`src/rtl/alu_io_pkg.sv`:
```
// Shared types and constants for the ALU result UART transmitter.
package alu_io_pkg;

  typedef enum logic [1:0] {
    IDLE      = 2'd0,
    START_BIT = 2'd1,
    DATA_BIT  = 2'd2,
    STOP_BIT  = 2'd3
  } tx_state_e;

  localparam logic [7:0] DEFAULT_HEADER = 8'hA5;
  localparam int         FRAME_BYTES    = 6;
  localparam logic [2:0] LAST_BYTE_IDX  = 3'(FRAME_BYTES - 1);

  // Byte idx of a frame: 0 is the header, 1..5 come from the 40-bit shadow, MSB first.
  function automatic logic [7:0] frame_byte(input logic [39:0] shadow,
                                            input logic [2:0]  idx,
                                            input logic [7:0]  header);
    logic [7:0] b;
    case (idx)
      3'd1:    b = shadow[39:32];
      3'd2:    b = shadow[31:24];
      3'd3:    b = shadow[23:16];
      3'd4:    b = shadow[15:8];
      3'd5:    b = shadow[7:0];
      default: b = header;
    endcase
    return b;
  endfunction

endpackage

```
`src/rtl/alu_result_uart_tx_if.sv`:
```
// Request/status bundle between the ALU result registers and the UART transmitter.
interface alu_result_uart_tx_if;
  logic        start;
  logic [31:0] data;
  logic [3:0]  flags;
  logic        busy;
  logic        done;
  logic        txd;

  modport master (output start, output data, output flags,
                  input  busy,  input  done, input  txd);

  modport slave  (input  start, input  data, input  flags,
                  output busy,  output done, output txd);
endinterface

```
`src/rtl/uart_tx_byte.sv`:
```
// 8N1 byte serializer. Owns the baud counter, bit shifting and the txd flop.
// tx_ready is also high in the last cycle of a stop bit, so a byte offered
// then starts immediately with no idle gap on the line.
//
// state     | meaning
// IDLE      | line high, waiting for tx_valid
// START_BIT | driving the start bit (0)
// DATA_BIT  | driving data bit bit_q, LSB first
// STOP_BIT  | driving the stop bit (1)
module uart_tx_byte
  import alu_io_pkg::*;
#(
  parameter int CLKS_PER_BIT = 434
) (
  input  logic       clk,
  input  logic       rst_n,
  input  logic       tx_valid,
  input  logic [7:0] tx_byte,
  output logic       tx_ready,
  output logic       txd
);

  localparam int BW = $clog2(CLKS_PER_BIT);
  localparam logic [BW-1:0] BAUD_LAST = BW'(CLKS_PER_BIT - 1);

  tx_state_e   state_q, state_d;
  logic [BW-1:0] baud_q, baud_d;
  logic [2:0]  bit_q, bit_d;
  logic [7:0]  shift_q, shift_d;
  logic        txd_q, txd_d;
  logic        baud_last;

  assign baud_last = (baud_q == BAUD_LAST);
  assign tx_ready  = (state_q == IDLE) || ((state_q == STOP_BIT) && baud_last);
  assign txd       = txd_q;

  // State and datapath registers; txd resets high so the line idles immediately.
  always_ff @(posedge clk or negedge rst_n) begin
    if (!rst_n) begin
      state_q <= IDLE;
      baud_q  <= '0;
      bit_q   <= '0;
      shift_q <= '0;
      txd_q   <= 1'b1;
    end else begin
      state_q <= state_d;
      baud_q  <= baud_d;
      bit_q   <= bit_d;
      shift_q <= shift_d;
      txd_q   <= txd_d;
    end
  end

  // Next-state: advance one bit per baud wrap; load a new byte whenever ready and offered.
  always_comb begin
    state_d = state_q;
    baud_d  = (state_q == IDLE) ? '0 : (baud_last ? '0 : baud_q + 1'b1);
    bit_d   = bit_q;
    shift_d = shift_q;
    txd_d   = txd_q;

    case (state_q)
      START_BIT: begin
        if (baud_last) begin
          state_d = DATA_BIT;
          bit_d   = 3'd0;
          txd_d   = shift_q[0];
          shift_d = shift_q >> 1;
        end
      end
      DATA_BIT: begin
        if (baud_last) begin
          if (bit_q == 3'd7) begin
            state_d = STOP_BIT;
            txd_d   = 1'b1;
          end else begin
            bit_d   = bit_q + 3'd1;
            txd_d   = shift_q[0];
            shift_d = shift_q >> 1;
          end
        end
      end
      STOP_BIT: begin
        if (baud_last) begin
          state_d = IDLE;
          txd_d   = 1'b1;
        end
      end
      default: begin
        txd_d = 1'b1;
      end
    endcase

    if (tx_valid && tx_ready) begin
      state_d = START_BIT;
      baud_d  = '0;
      bit_d   = 3'd0;
      shift_d = tx_byte;
      txd_d   = 1'b0;
    end
  end

endmodule

```
`src/rtl/alu_result_uart_tx.sv`:
```
// Snapshots the ALU result and flags on start and sends them as one 6-byte
// UART frame: header, result MSB first, then {0000, ZF, CF, OF, SF}.
module alu_result_uart_tx
  import alu_io_pkg::*;
#(
  parameter int         CLKS_PER_BIT = 434,
  parameter logic [7:0] HEADER       = DEFAULT_HEADER
) (
  input  logic                 clk_F,
  input  logic                 rst_n,
  alu_result_uart_tx_if.slave  bus
);

  logic        busy_q, busy_d;
  logic        done_q, done_d;
  logic [2:0]  byte_idx_q, byte_idx_d;
  logic [39:0] shadow_q, shadow_d;

  logic        accept;
  logic        tx_valid;
  logic        tx_ready;
  logic [7:0]  tx_byte;
  logic        txd;

  // The header goes out on the accept edge itself, so it comes straight from
  // the parameter rather than from the shadow that is being loaded.
  assign accept   = !busy_q && bus.start;
  assign tx_valid = accept || (busy_q && (byte_idx_q != LAST_BYTE_IDX));
  assign tx_byte  = busy_q ? frame_byte(shadow_q, byte_idx_q + 3'd1, HEADER) : HEADER;

  uart_tx_byte #(
    .CLKS_PER_BIT(CLKS_PER_BIT)
  ) u_tx_byte (
    .clk      (clk_F),
    .rst_n    (rst_n),
    .tx_valid (tx_valid),
    .tx_byte  (tx_byte),
    .tx_ready (tx_ready),
    .txd      (txd)
  );

  // Frame sequencing registers.
  always_ff @(posedge clk_F or negedge rst_n) begin
    if (!rst_n) begin
      busy_q     <= 1'b0;
      done_q     <= 1'b0;
      byte_idx_q <= '0;
      shadow_q   <= '0;
    end else begin
      busy_q     <= busy_d;
      done_q     <= done_d;
      byte_idx_q <= byte_idx_d;
      shadow_q   <= shadow_d;
    end
  end

  // Capture on accept; step the byte index at each stop-bit end; finish after the last byte.
  always_comb begin
    busy_d     = busy_q;
    done_d     = 1'b0;
    byte_idx_d = byte_idx_q;
    shadow_d   = shadow_q;

    if (accept) begin
      busy_d     = 1'b1;
      byte_idx_d = 3'd0;
      shadow_d   = {bus.data, 4'b0000, bus.flags};
    end else if (busy_q && tx_ready) begin
      if (byte_idx_q == LAST_BYTE_IDX) begin
        busy_d = 1'b0;
        done_d = 1'b1;
      end else begin
        byte_idx_d = byte_idx_q + 3'd1;
      end
    end
  end

  assign bus.busy = busy_q;
  assign bus.done = done_q;
  assign bus.txd  = txd;

endmodule
```
`src/flat_wrapper.sv`:
```
// flat-port wrapper written by rule: the top's interface ports become plain ports
module alu_result_uart_tx_flat import alu_io_pkg::*;
#(
  parameter int         CLKS_PER_BIT = 434,
  parameter logic [7:0] HEADER       = DEFAULT_HEADER
)
  (clk_F, rst_n, bus_start, bus_data, bus_flags, bus_busy, bus_done, bus_txd);
  alu_result_uart_tx_if bus_i ();
  input  logic clk_F;
  input  logic rst_n;
  input wire logic [$bits(bus_i.start)-1:0] bus_start;
  input wire logic [$bits(bus_i.data)-1:0] bus_data;
  input wire logic [$bits(bus_i.flags)-1:0] bus_flags;
  output wire logic [$bits(bus_i.busy)-1:0] bus_busy;
  output wire logic [$bits(bus_i.done)-1:0] bus_done;
  output wire logic [$bits(bus_i.txd)-1:0] bus_txd;
  assign bus_i.start = bus_start;
  assign bus_i.data = bus_data;
  assign bus_i.flags = bus_flags;
  assign bus_busy = bus_i.busy;
  assign bus_done = bus_i.done;
  assign bus_txd = bus_i.txd;
  alu_result_uart_tx #(.CLKS_PER_BIT(CLKS_PER_BIT), .HEADER(HEADER)) u_core (.clk_F(clk_F), .rst_n(rst_n), .bus(bus_i));
endmodule
```
`config.mk`:
```
export PLATFORM = sky130hd
export DESIGN_NAME = alu_result_uart_tx_flat
export DESIGN_NICKNAME = d
export VERILOG_FILES = /design/src/rtl/alu_io_pkg.sv /design/src/rtl/alu_result_uart_tx_if.sv /design/src/rtl/uart_tx_byte.sv /design/src/rtl/alu_result_uart_tx.sv /design/src/flat_wrapper.sv
export SDC_FILE = /design/constraint.sdc
export NUM_CORES = 1
export LEC_CHECK = 0
export ABC_AREA = 1
export CAP_MARGIN = 0
export CORE_AREA = 2 2 86 109
export DETAILED_ROUTE_END_ITERATION = 16
export DIE_AREA = 0 0 88 111
export HOLD_SLACK_MARGIN = 0.03
export REMOVE_ABC_BUFFERS = 1
export SLEW_MARGIN = 20
export SYNTH_ARGS = -nofsm -noshare
export SYNTH_HDL_FRONTEND = slang
export SYNTH_HIERARCHICAL = 1
export SYNTH_SLANG_ARGS = --single-unit
```
`constraint.sdc`:
```
create_clock -name clk_F -period 1.8 [get_ports clk_F]
set_input_delay 0.36 -clock clk_F [delete_from_list [all_inputs] [get_ports clk_F]]
set_output_delay 0.36 -clock clk_F [all_outputs]
set_load 0.02 [all_outputs]
```
# Yosys cells after proc, flatten, opt, wreduce, memory -nomap -nowiden
# Index checks and enable logic that the tools add are counted.
op_classes:
  add_sub_neg: 3
  n_eq_ne: 18
  mux: 36
  reduce_logical: 18
op_table:
  columns: ["cell", "n"]
  rows:
  - ["8-bit two-way mux", 5]
  - ["8-bit case mux with 5 select lines", 1]
  - ["9-bit two-way mux", 3]
  - ["3-bit two-way mux", 7]
  - ["8-bit case mux with 2 select lines", 1]
  - ["3-bit inequality test, second input constant", 5]
  - ["3-bit equality test, second input constant", 4]
  - ["1-bit two-way mux", 11]
  - ["2-bit two-way mux", 5]
  - ["9-bit by 1-bit adder with 9-bit output, second input constant", 1]
  - ["9-bit equality test, second input constant", 1]
  - ["3-bit by 1-bit adder with 3-bit output, second input constant", 2]
  - ["3-bit by 2-bit equality test with 1-bit output, second input constant", 2]
  - ["2-bit case mux with 3 select lines", 1]
  - ["3-bit case mux with 2 select lines", 1]
  - ["1-bit logical AND", 5]
  - ["5-bit AND reduction", 1]
  - ["2-bit equality test, second input constant", 2]
  - ["2-bit AND reduction", 2]
  - ["4-bit AND reduction", 1]
  - ["2-bit nonzero test", 2]
  - ["4-bit nonzero test", 1]
  - ["3-bit by 1-bit equality test with 1-bit output, second input constant", 1]
  - ["3-bit by 2-bit inequality test with 1-bit output, second input constant", 1]
  - ["8 further kinds", 9]
totals:
  register_bits: 64
  in_bits: 39
  out_inout_bits: 3
  elab_cells: 84

# Logic depth before layout (Yosys ltp)
depth:
  ltp_word: 6
  ltp_mapped: 14
  mapped_depth_nobuf: 14

# By module
# Netlist, hierarchy kept.
by_module_without_submodules:
  columns: ["module", "n_inst", "cells_per_inst", "area_each_um2", "seq_area_each_um2"]
  rows:
  - ["alu_result_uart_tx", 1, 270, 2006.9, 1026.0]
  - ["uart_tx_byte", 1, 183, 1397.6, 576.8]

# Least setup slack after synthesis
# No wires, ideal clock.
synth_path:
  path_kind: "reg2reg"
  start: "register u_core.busy_q, in the netlist u_core/bus.busy"
  end: "register u_core.u_tx_byte.shift_q[0]"
  setup_ns: 0.117
  t_arrival_ns: 1.639
  required_time_ns: 1.683
  path_slack_ns: 0.044
  stages_incl_launch_ff: 11
  path_buffers: 4
  period_less_slack_ns: 1.756
  path_cell_list: "dfrtp_1 > inv_2 > nand2_1 > buf_2 > buf_4 > o21ai_0 > buf_2 > nand2_4 > buf_6 > nand3_1 > nand2_1"
synth_via:
  elab_chain_cells: 6
  elab_cells_between_ends: 12
  cone_classes: "eq/ne (3); mux (2); reduce/logical (7)"
synth_lines:
  columns: ["item", "line_no", "rtl"]
  rows:
  - ["start: declaration", "alu_result_uart_tx.sv:14", "logic busy_q, busy_d;"]
  - ["start signal: assignment", "alu_result_uart_tx.sv:50", "busy_q <= busy_d;"]
  - ["1-bit zero test", "alu_result_uart_tx.sv:27", "assign accept = !busy_q && bus.start;"]
  - ["1-bit logical AND", "alu_result_uart_tx.sv:27", null]
  - ["1-bit logical OR *", "alu_result_uart_tx.sv:28", "assign tx_valid = accept || (busy_q && (byte_idx_q != LAST_BYTE_IDX));"]
  - ["net u_core.tx_valid", "alu_result_uart_tx.sv:20", "logic tx_valid;"]
  - ["1-bit logical AND *", "uart_tx_byte.sv:94", "if (tx_valid && tx_ready) begin"]
  - ["3-bit inequality test (no line) or 3-bit nonzero test (tied branches)", null, null]
  - ["4-bit AND reduction (no line)", null, null]
  - ["end signal: assignment", "uart_tx_byte.sv:49", "shift_q <= shift_d;"]
  - ["end: declaration", "uart_tx_byte.sv:29", "logic [7:0] shift_q, shift_d;"]
# The timed path passes the listed nets; every way through them passes the cells marked *.
# A chain may end at the register's enable or synchronous reset.

# Worst setup path in the final report
layout_path:
  start: "register u_core.busy_q, in the netlist u_core/bus.busy"
  end: "output bus_busy"
layout_lines:
  columns: ["item", "line_no", "rtl"]
  rows:
  - ["end: declaration", "flat_wrapper.sv:14", "output wire logic [$bits(bus_i.busy)-1:0] bus_busy;"]
# No word-level cell between the ends.

==> summary by stage <==
Worst setup path
The data arrival time at the worst-slack endpoint is 1.36 ns. The worst setup path is launched from a flip-flop. The worst register-to-register path has a depth of 12.

The worst path buffer plus inverter count is 1. The family with the most delay on the worst path is buffers and inverters. The worst register-to-register path ends at u_core/u_tx_byte/shift_q[2]. In this design, the stage delay of the slowest critical-path cell is 0.63 ns.

Traced cell by cell, the critical path runs through clkdlybuf4s50_1. STA puts the critical path data required time at 1.44 ns. The critical path in this run is classified as reg -> out.

The biggest fanout along the worst timing path is 4. The worst reg2reg path startpoint is u_core/byte_idx_q[1]. The largest individual stage delay along the critical path comes from the cell sky130_fd_sc_hd__clkdlybuf4s50_1. The setup check on the worst reg-to-reg path leaves a slack of 0.14 ns. The worst setup path is captured at an output pin.

The critical path starts at u_core/bus.busy.

Yosys
A synthesized cell averages 7.52 um2. After synthesis the netlist holds a flip-flop and latch count of 64. Sequential elements use 47.1% of the synthesized area. The cell area after technology mapping is 0.00340 mm2. The number of unique standard cell types used by synthesis is 28. The number of cells produced by synthesis is 453. For this run, the number of Yosys warnings is 6.

Layout
The number of antenna diodes is 0. Leaving out fill and tap cells, the most frequent cells in the layout are 200 x sky130_fd_sc_hd__nand2_1, 61 x sky130_fd_sc_hd__dfrtp_1, 48 x sky130_fd_sc_hd__nand3_1, 39 x sky130_fd_sc_hd__clkdlybuf4s50_1, 34 x sky130_fd_sc_hd__nor2_1. Compared with the post-synthesis result, the final layout area differs by 28.8%. The layout filler cell count is 887.

The count of cells in the finished layout, fillers not included, comes to 634. Leaving out fill and tap cells, the most frequent cell in the layout is sky130_fd_sc_hd__nand2_1. The ratio of cells with drive above 1 in the final layout is 12.5%.

The final layout contains 559 nets. Cells fill 49.6% of the core in the end.

Global routing
The initial antenna violation count came to 0. The total overflow left after global routing is 0. The via count of the first global-routing pass is 2881. The first global-routing pass estimated 12700 um of wire.

Global routing used 16.6% of the available tracks. Entering global routing, the biggest net connects 65 pins.

Die
The initialized floorplan defines 39 standard-cell rows. During I/O placement, the number of pins put on the boundary was 42. The overall die width is 88 um. The die outline area is 0.00977 mm2. The total area inside the core boundary comes to 0.00883 mm2. The floorplan step set the die height to 111 um. The effective utilization at floorplan is 38.5%.

Clocking
The maximum buffer depth of the clock tree is 2. The H-tree was split into 3 levels. The clock-pin slew on the worst setup and hold paths is 0.06 ns. The tree is rooted in a sky130_fd_sc_hd__clkbuf_16. In this run, post-CTS hold repair placed 0 buffers. The sink count of the clock tree is 64. The TritonCTS clock tree is built.

Buffers inserted during clock tree synthesis total 9. The clock network latency to the later pin of the worst-skew pair is 0.33 ns.

Placed design
The total instance count after detailed placement is 615. After legalization and detailed placement, the total HPWL measured 5120 um. Timing analysis after detailed placement gives a worst setup slack of 0.0449 ns. The final weighted congestion in routability-driven placement is 0.831. The total of buffers placed on input and output ports is 41.

Pwr
The total power divided by cell area is 854 mW/mm2. The peak supply drop is 0.465 mV. The leakage power total is 2.24 nW.

Timing
Counting I/O delays and the setup requirement, the final critical path takes 1.72 ns. The slew at the pin closest to its max-slew limit is 0.344 ns. The number of slew-limit violations in the final report was 0. Based on the critical path, the design can be clocked at up to 581 MHz.

The part of the cycle the worst path needs is 95.7%. The smallest setup slack after layout is 0.0776 ns. The number of setup violations in the final report is 0. The largest clock skew in the final design is 0.00663 ns. The worst pin sits at a relative slew slack of 77.1%. The count of endpoints failing hold in the final timing report is 0.

Route
The final layout contains routed wiring with a total length of 7330 um. The detailed-route via count is 2889. The number of optimization iterations in the first detailed-route pass is 6.

The remaining design rule violation count is 0. The DRC marker count from the first detailed-route iteration is 88. Using the TritonRoute via totals, the vias-per-cell ratio works out to 4.56. The average wire length per cell after detail routing is 11.6 um. Once detail routing completed, the nets flagged for antenna violations numbered 0.

Hold path
The worst hold path class is in -> async.

Outcome
The flow ran to the end, and the final reports show no timing, DRC or antenna violations.

Flow run
The count of maximum capacitance violations is 0.
[cell families after synthesis]
family	count (synthesis)	share of synthesized area (%)
adders and majority gates	14	5.15
buffers and inverters	47	6.06
DFF	64	47.1
and+or+nand+nor	311	38.7
xor gates and xnor gates	3	0.772
AOI/OAI and AO/OA	14	2.28
[synth_stat cells]
| master | number | area, um2 |
|---|---|---|
| sky130_fd_sc_hd__nor2_4 | 3 | 33.8 |
| sky130_fd_sc_hd__dfrtp_1 | 63 | 1580 |
| sky130_fd_sc_hd__o21ai_0 | 6 | 30.0 |
| sky130_fd_sc_hd__nand2_2 | 4 | 25.0 |
| sky130_fd_sc_hd__a21oi_1 | 5 | 25.0 |
| sky130_fd_sc_hd__buf_1 | 1 | 3.75 |
| sky130_fd_sc_hd__nand3_2 | 1 | 10.0 |
| sky130_fd_sc_hd__nand3b_1 | 1 | 7.51 |
| sky130_fd_sc_hd__nand2_1 | 203 | 762 |
| sky130_fd_sc_hd__inv_1 | 31 | 116 |
| sky130_fd_sc_hd__buf_4 | 2 | 15.0 |
| sky130_fd_sc_hd__buf_6 | 2 | 22.5 |
| sky130_fd_sc_hd__buf_2 | 6 | 30.0 |
| sky130_fd_sc_hd__nand3_1 | 49 | 245 |
| sky130_fd_sc_hd__nor2_1 | 35 | 131 |
| sky130_fd_sc_hd__nand2_4 | 2 | 22.5 |
| sky130_fd_sc_hd__a21oi_2 | 2 | 17.5 |
| sky130_fd_sc_hd__dfstp_2 | 1 | 26.3 |
| sky130_fd_sc_hd__inv_2 | 5 | 18.8 |
| sky130_fd_sc_hd__o21ai_1 | 1 | 5.00 |
| sky130_fd_sc_hd__xor2_1 | 2 | 17.5 |
| sky130_fd_sc_hd__xnor2_1 | 1 | 8.76 |
| sky130_fd_sc_hd__or2_1 | 1 | 6.26 |
| sky130_fd_sc_hd__nor3_1 | 3 | 15.0 |
| sky130_fd_sc_hd__nor2_2 | 3 | 18.8 |
| sky130_fd_sc_hd__nor3b_1 | 1 | 7.51 |
| sky130_fd_sc_hd__nand4_1 | 5 | 31.3 |
| sky130_fd_sc_hd__ha_1 | 14 | 175 |
[through the flow]
step	hold WS, ns	TNS, ns	total power [mW]	cell area [um2]
6_report	0.0340	0	3.74	4380
5_1_grt	0.0635	-0.0347	3.93	4380
4_1_cts	0.0493	0	3.76	4300
3_5_place_dp	0.405	0	1.97	4000
3_3_place_gp	0.405	0	1.96	4000
2_1_floorplan	0.0644	-11.68	1.78	3330
[worst max-delay path by stage]
stage / end / slack, ns / depth (start not counted)
after global routing: u_core/byte_idx_q[0] / -0.03 / 10
after CTS: u_core/u_tx_byte/shift_q[7] / 0.03 / 9
after floorplan: u_core/u_tx_byte/shift_q[7] / -0.60 / 7
final: bus_busy / 0.08 / 1
after global placement: u_core/u_tx_byte/shift_q[0] / 0.07 / 13
after detailed placement: u_core/u_tx_byte/bit_q[0] / 0.04 / 8
[what timing repair did]
item	4_1_cts	5_1_grt
buffers inserted	0	2
endpoints found under the hold margin	0	0
pin swaps	0	4
endpoints found under the setup margin	1	17
cloned	0	1
gates resized for setup	1	22
[sequential cells by signal (all words and copies together), names as in the netlist]
signal,count
u_core/u_tx_byte/shift_q,8
u_core/u_tx_byte/txd,1
u_core/shadow_q,36
u_core/u_tx_byte/bit_q,3
u_core/u_tx_byte/state_q,2
u_core/u_tx_byte/baud_q,9
u_core/bus.busy,1
u_core/byte_idx_q,3
u_core/bus.done,1
[per-layer routing]
metal	global-route usage (%)	part of all wire, %
met1	19.1	43
met2	28.3	51
met3	4.84	3.1
met4	6.46	2.3
met5	0	0
[cell type report]
cell class              count  area (um2)  share of cell area (%)
flip-flops and latches     64        1610                    36.6
well taps                 123         154                    3.51
inverters                  36         135                    3.08
multi-input cells         343        1650                    37.7
repair buffers             52         528                    12.0
clock buffers              10         239                    5.45
clock inverters             6        68.8                    1.57
[power breakdown]
group | leakage, nW | internal [mW] | switching (mW)
registers | 0.775 | 1.52 | 0.0518
logic | 1.32 | 0.195 | 0.220
clock network | 0.149 | 1.11 | 0.645
Power figures use the tool's default switching activity.
